[src/rtl/hex_display_driver_pkg.sv]
// Segment definitions shared by the hex display front end: bit positions,
// the sixteen hex glyphs in {g,f,e,d,c,b,a} order, and the blank pattern.
package hex_display_driver_pkg;

   localparam int SEG_A = 0;
   localparam int SEG_B = 1;
   localparam int SEG_C = 2;
   localparam int SEG_D = 3;
   localparam int SEG_E = 4;
   localparam int SEG_F = 5;
   localparam int SEG_G = 6;

   localparam logic [6:0] SEG_BLANK = 7'h00;

   localparam logic [6:0] GLYPH_0 = 7'h3F;
   localparam logic [6:0] GLYPH_1 = 7'h06;
   localparam logic [6:0] GLYPH_2 = 7'h5B;
   localparam logic [6:0] GLYPH_3 = 7'h4F;
   localparam logic [6:0] GLYPH_4 = 7'h66;
   localparam logic [6:0] GLYPH_5 = 7'h6D;
   localparam logic [6:0] GLYPH_6 = 7'h7D;
   localparam logic [6:0] GLYPH_7 = 7'h07;
   localparam logic [6:0] GLYPH_8 = 7'h7F;
   localparam logic [6:0] GLYPH_9 = 7'h6F;
   localparam logic [6:0] GLYPH_A = 7'h77;
   localparam logic [6:0] GLYPH_B = 7'h7C;
   localparam logic [6:0] GLYPH_C = 7'h39;
   localparam logic [6:0] GLYPH_D = 7'h5E;
   localparam logic [6:0] GLYPH_E = 7'h79;
   localparam logic [6:0] GLYPH_F = 7'h71;

endpackage

[src/rtl/hex_display_driver_hex_to_seg.sv]
// Combinational nibble-to-glyph decoder; one instance per displayed digit.
module hex_to_seg
   import hex_display_driver_pkg::*;
(
   input  logic [3:0] nibble_i,
   output logic [6:0] seg_o
);

   always_comb begin
      seg_o = SEG_BLANK;
      unique case (nibble_i)
         4'h0: seg_o = GLYPH_0;
         4'h1: seg_o = GLYPH_1;
         4'h2: seg_o = GLYPH_2;
         4'h3: seg_o = GLYPH_3;
         4'h4: seg_o = GLYPH_4;
         4'h5: seg_o = GLYPH_5;
         4'h6: seg_o = GLYPH_6;
         4'h7: seg_o = GLYPH_7;
         4'h8: seg_o = GLYPH_8;
         4'h9: seg_o = GLYPH_9;
         4'hA: seg_o = GLYPH_A;
         4'hB: seg_o = GLYPH_B;
         4'hC: seg_o = GLYPH_C;
         4'hD: seg_o = GLYPH_D;
         4'hE: seg_o = GLYPH_E;
         4'hF: seg_o = GLYPH_F;
         default: seg_o = SEG_BLANK;
      endcase
   end

endmodule

[src/rtl/hex_display_driver.sv]
// Two-digit hex display front end: refresh toggle, frame-aligned value update,
// leading-zero blanking, blinking and registered segment outputs.
module hex_display_driver
   import hex_display_driver_pkg::*;
#(
   parameter int REFRESH_DIV  = 12000,
   parameter int BLINK_FRAMES = 64,
   parameter bit SEG_INVERT   = 1'b0
) (
   input  logic       clk,
   input  logic       rst_n,
   input  logic [7:0] value,
   input  logic       load,
   input  logic       blank_lz,
   input  logic       blink_en,
   output logic       dividedClk,
   output logic [6:0] disp0,
   output logic [6:0] disp1,
   output logic       updated
);

   localparam int CW  = $clog2(REFRESH_DIV);
   localparam int BCW = (BLINK_FRAMES > 1) ? $clog2(BLINK_FRAMES) : 1;
   localparam logic [6:0] INV_MASK = SEG_INVERT ? 7'h7F : 7'h00;

   logic [CW-1:0]  cnt_q, cnt_d;
   logic           div_q, div_d;
   logic [7:0]     pend_q, pend_d;
   logic           pend_vld_q, pend_vld_d;
   logic [7:0]     shown_q, shown_d;
   logic [BCW-1:0] bcnt_q, bcnt_d;
   logic           phase_q, phase_d;
   logic           upd_q, upd_d;
   logic [6:0]     disp0_q, disp0_d;
   logic [6:0]     disp1_q, disp1_d;

   logic           wrap, frame_end, apply;
   logic [6:0]     glyph_lo, glyph_hi;

   hex_to_seg u_seg_lo (.nibble_i(shown_q[3:0]), .seg_o(glyph_lo));
   hex_to_seg u_seg_hi (.nibble_i(shown_q[7:4]), .seg_o(glyph_hi));

   assign wrap      = (cnt_q == CW'(REFRESH_DIV - 1));
   assign frame_end = wrap && div_q;
   assign apply     = frame_end && pend_vld_q;

   always_comb begin
      cnt_d      = wrap ? '0 : cnt_q + 1'b1;
      div_d      = wrap ? ~div_q : div_q;

      // A load on the apply cycle still wins: the old pending is applied and
      // the new one stays queued for the next frame.
      pend_d     = load ? value : pend_q;
      pend_vld_d = load ? 1'b1 : (apply ? 1'b0 : pend_vld_q);
      shown_d    = apply ? pend_q : shown_q;
      upd_d      = apply;

      bcnt_d     = bcnt_q;
      phase_d    = phase_q;
      if (!blink_en) begin
         bcnt_d  = '0;
         phase_d = 1'b0;
      end else if (frame_end) begin
         if (bcnt_q == BCW'(BLINK_FRAMES - 1)) begin
            bcnt_d  = '0;
            phase_d = ~phase_q;
         end else begin
            bcnt_d  = bcnt_q + 1'b1;
         end
      end

      disp0_d = (phase_q ? SEG_BLANK : glyph_lo) ^ INV_MASK;
      disp1_d = ((phase_q || (blank_lz && shown_q[7:4] == 4'h0)) ? SEG_BLANK : glyph_hi) ^ INV_MASK;
   end

   always_ff @(posedge clk or negedge rst_n) begin
      if (!rst_n) begin
         cnt_q      <= '0;
         div_q      <= 1'b0;
         pend_q     <= 8'h00;
         pend_vld_q <= 1'b0;
         shown_q    <= 8'h00;
         bcnt_q     <= '0;
         phase_q    <= 1'b0;
         upd_q      <= 1'b0;
         disp0_q    <= SEG_BLANK ^ INV_MASK;
         disp1_q    <= SEG_BLANK ^ INV_MASK;
      end else begin
         cnt_q      <= cnt_d;
         div_q      <= div_d;
         pend_q     <= pend_d;
         pend_vld_q <= pend_vld_d;
         shown_q    <= shown_d;
         bcnt_q     <= bcnt_d;
         phase_q    <= phase_d;
         upd_q      <= upd_d;
         disp0_q    <= disp0_d;
         disp1_q    <= disp1_d;
      end
   end

   assign dividedClk = div_q;
   assign disp0      = disp0_q;
   assign disp1      = disp1_q;
   assign updated    = upd_q;

endmodule

[config.mk]
export PLATFORM = sky130hd
export DESIGN_NAME = hex_display_driver
export DESIGN_NICKNAME = d
export VERILOG_FILES = /design/src/rtl/hex_display_driver_pkg.sv /design/src/rtl/hex_display_driver_hex_to_seg.sv /design/src/rtl/hex_display_driver.sv
export SDC_FILE = /design/constraint.sdc
export NUM_CORES = 1
export LEC_CHECK = 0
export ABC_AREA = 1
export CORE_AREA = 4 4 80 82
export DETAILED_ROUTE_END_ITERATION = 8
export DIE_AREA = 0 0 84 86
export PLACE_DENSITY = 0.7
export SLEW_MARGIN = 5
export SYNTH_ARGS = -nofsm -noshare
export SYNTH_HDL_FRONTEND = slang
export SYNTH_SLANG_ARGS = --single-unit
[constraint.sdc]
create_clock -name clk -period 1.8 [get_ports clk]
set_clock_uncertainty 0.05 [all_clocks]
set_input_delay 0.54 -clock clk [delete_from_list [all_inputs] [get_ports clk]]
set_output_delay 0.54 -clock clk [all_outputs]
set_load 0.05 [all_outputs]
==> summary.txt <==
Route
  • Remaining antenna violation count after routing: 0
  • Via Count: 2169
  • Iteration-0 DRC Markers: 154
  • WL/cell: 11.51 um
  • DR vias/cell: 4.952
  • DRC errors left: 0
  • DR pass1 iterations: 4
  • Total wire length: 5043 um

Logic synthesis
  • Synth top area share: 49.02%
  • Count leader, synth: nand2_1
  • Top post-synthesis cells by area: dfrtp_1 49%, nand2_1 9.5%, ha_1 6.4%
  • Syn nets: 358
  • Syn avg cell area: 8.327 um^2
  • Yosys warns: 0
  • Primary FF master, synth: dfrtp_1
  • Post-Syn Area: 2756 um^2
  • Synth unique cells: 29
  • Post-synth ARST share: 100.0%
  • Sequential area share after synthesis: 49.02%
  • Mapped Cells: 331
  • Area leader, netlist: dfrtp_1
  • Number of synthesized flops with an enable pin: 0
  • Yosys reg bits: 54
  • Top cells by count, synth: 70 x nand2_1, 54 x dfrtp_1, 45 x inv_1

Worst setup path
  • Worst Setup End Kind: output pin
  • CP bufs+invs: 1
  • CP required: 1210 ps
  • Cell at the slowest stage of the critical path: dfrtp_1
  • WS Path Type: register to output pin
  • Cell Chain, Critical Path: buf_12
  • Critical Path Max Stage Delay: 590 ps
  • Delay-heaviest family, CP: flip-flops
  • Worst R2R Setup Slack: 170 ps
  • Crit path max fanout: 7
  • Crit path DAT: 1080 ps
  • Worst setup SP type: register

Finish
  • Post-Route Utilization: 58.62%
  • Final Instance Count excl. Fillers: 438
  • # diodes: 0
  • Layout cell share with drive strength beyond 1: 12.12%
  • Area growth syn-to-layout: 22.20%
  • Final nets: 390

CTS
  • Root buf cell: clkbuf_8
  • Cts bufs inserted: 5
  • H-Tree Depth: 2
  • Setup Buffers After CTS: 0
  • Clock Latency Late Sink: 300 ps
  • TritonCTS clock tree: built
  • Hold_buf cts: 0
  • Clock Sinks: 54
  • Clock transition at path regs: 90 ps
  • Max clock buf depth: 2
  • Post-CTS Resized: 0

Die
  • Starting Density: 47.97%
  • Die height: 86 um
  • Core area: 5746 um^2
  • Die area: 7224 um^2
  • Die width: 84 um
  • # IOs: 29
  • Row count: 28

Timing
  • Slew @ Worst Pin: 468.1 ps
  • Minimum clock period: 1673 ps
  • Slew Limit Fails: 0
  • Hold Violations, Final: 0
  • Peak Freq: 0.5978 GHz
  • Setup violations, final: 0
  • Slew HR: 68.69%
  • Final setup TNS: 0 ps
  • Fin crit share: 92.94%
  • RSZ-0062 raised after global routing: false

Placement
  • Inst Count DP: 431
  • Buffers added on ports: 28
  • DP HPWL: 3814 um
  • GPL Wtd Cong: 0.8883

Job
  • Max-Cap Viols: 0

GRT
  • Largest net degree at the start of global routing: 55
  • Tot GR Track Use: 15.56%
  • Overflow after GRT: 0
  • First-pass GRT wire length: 9266 um
  • Number of global-route vias before repair: 2126
  • Antenna violations before repair: 0

Pwr
  • PwrDens: 604.1 nW/um^2
  • Maximum vdd drop: 0.0004143 V
  • Leakage: 1.617 nW

Worst hold path
  • HP Class: input port to asynchronous set/reset pin

Run status
  • Status: finished, final reports clean
## kinds of logic after synthesis
kind of cell,Yosys count,synth area share [%]
simple gates,156,25.01
buf+inv,55,7.853
flops,54,49.02
compound gates,48,10.49
fa+ha+maj,14,6.355
xor+xnor,4,1.271
## final cells by class
cell class              count  area [um^2]
fillers                   511         2377
flip-flops and latches     54         1351
multi-input cells         222         1189
repair buffers             32        478.0
inverters                  48        180.2
well taps                  75        93.84
clock buffers               7        76.32
## stage by stage
step	hold WS (ps)	instance area, um^2	setup WS (ps)	power [mW]
4_1_cts	175.5	3368	118.7	2.067
2_1_floorplan	194.4	2756	271.0	1.333
6_report	168.2	3368	127.1	2.035
3_5_place_dp	403.6	3292	110.5	1.435
3_3_place_gp	390.6	3292	163.6	1.431
5_1_grt	188.0	3368	29.72	2.122
## report_power, final
part           total [mW]  leakage (nW)  internal [mW]  switching, mW
combinational       0.155         0.905         0.0667         0.0881
sequential           1.25         0.674           1.24         0.0148
clock               0.628        0.0383          0.269          0.359
## registers in the layout, indices dropped and copies added (netlist names)
| register | flops |
|---|---|
| cnt_q | 14 |
| disp1 | 7 |
| disp0 | 7 |
| shown_q | 8 |
| pend_vld_q | 1 |
| pend_q | 8 |
| updated | 1 |
| dividedClk | 1 |
| phase_q | 1 |
| bcnt_q | 6 |
## final timing paths
| path | start | to | depth (start not counted) |
|---|---|---|---|
| max | dividedClk | dividedClk | 1 |
| min | rst_n | cnt_q[5] | 2 |
| max reg2reg | cnt_q[0] | shown_q[3] | 8 |
| min reg2reg | cnt_q[0] | cnt_q[0] | 1 |
| max in group asynchronous | rst_n | disp1[4] | 2 |
| min in group clk | cnt_q[0] | cnt_q[0] | 1 |
## cells in the final DEF (no fill, tap or decap), types with 5 or more instances in the layout
cell and count:
clkdlybuf4s50_1 11, clkbuf_8 5, o21ai_0 20, o21ai_2 8, a21oi_1 11, nand3_1 23, inv_1 45, nor2_1 39
nand2_1 70, ha_1 14, nor3_1 13, buf_12 17, dfrtp_1 54
## metal layers
layer | vias to the layer above | GRT usage, % | part of all wire (%)
li1 | 1113 | - | -
met1 | 1019 | 19.96 | 46
met2 | 31 | 26.68 | 49
met3 | 6 | 3.266 | 3.6
met4 | 0 | 4.532 | 1.3
met5 | - | 0 | 0
No activity file was read; power rests on OpenSTA's default activity.
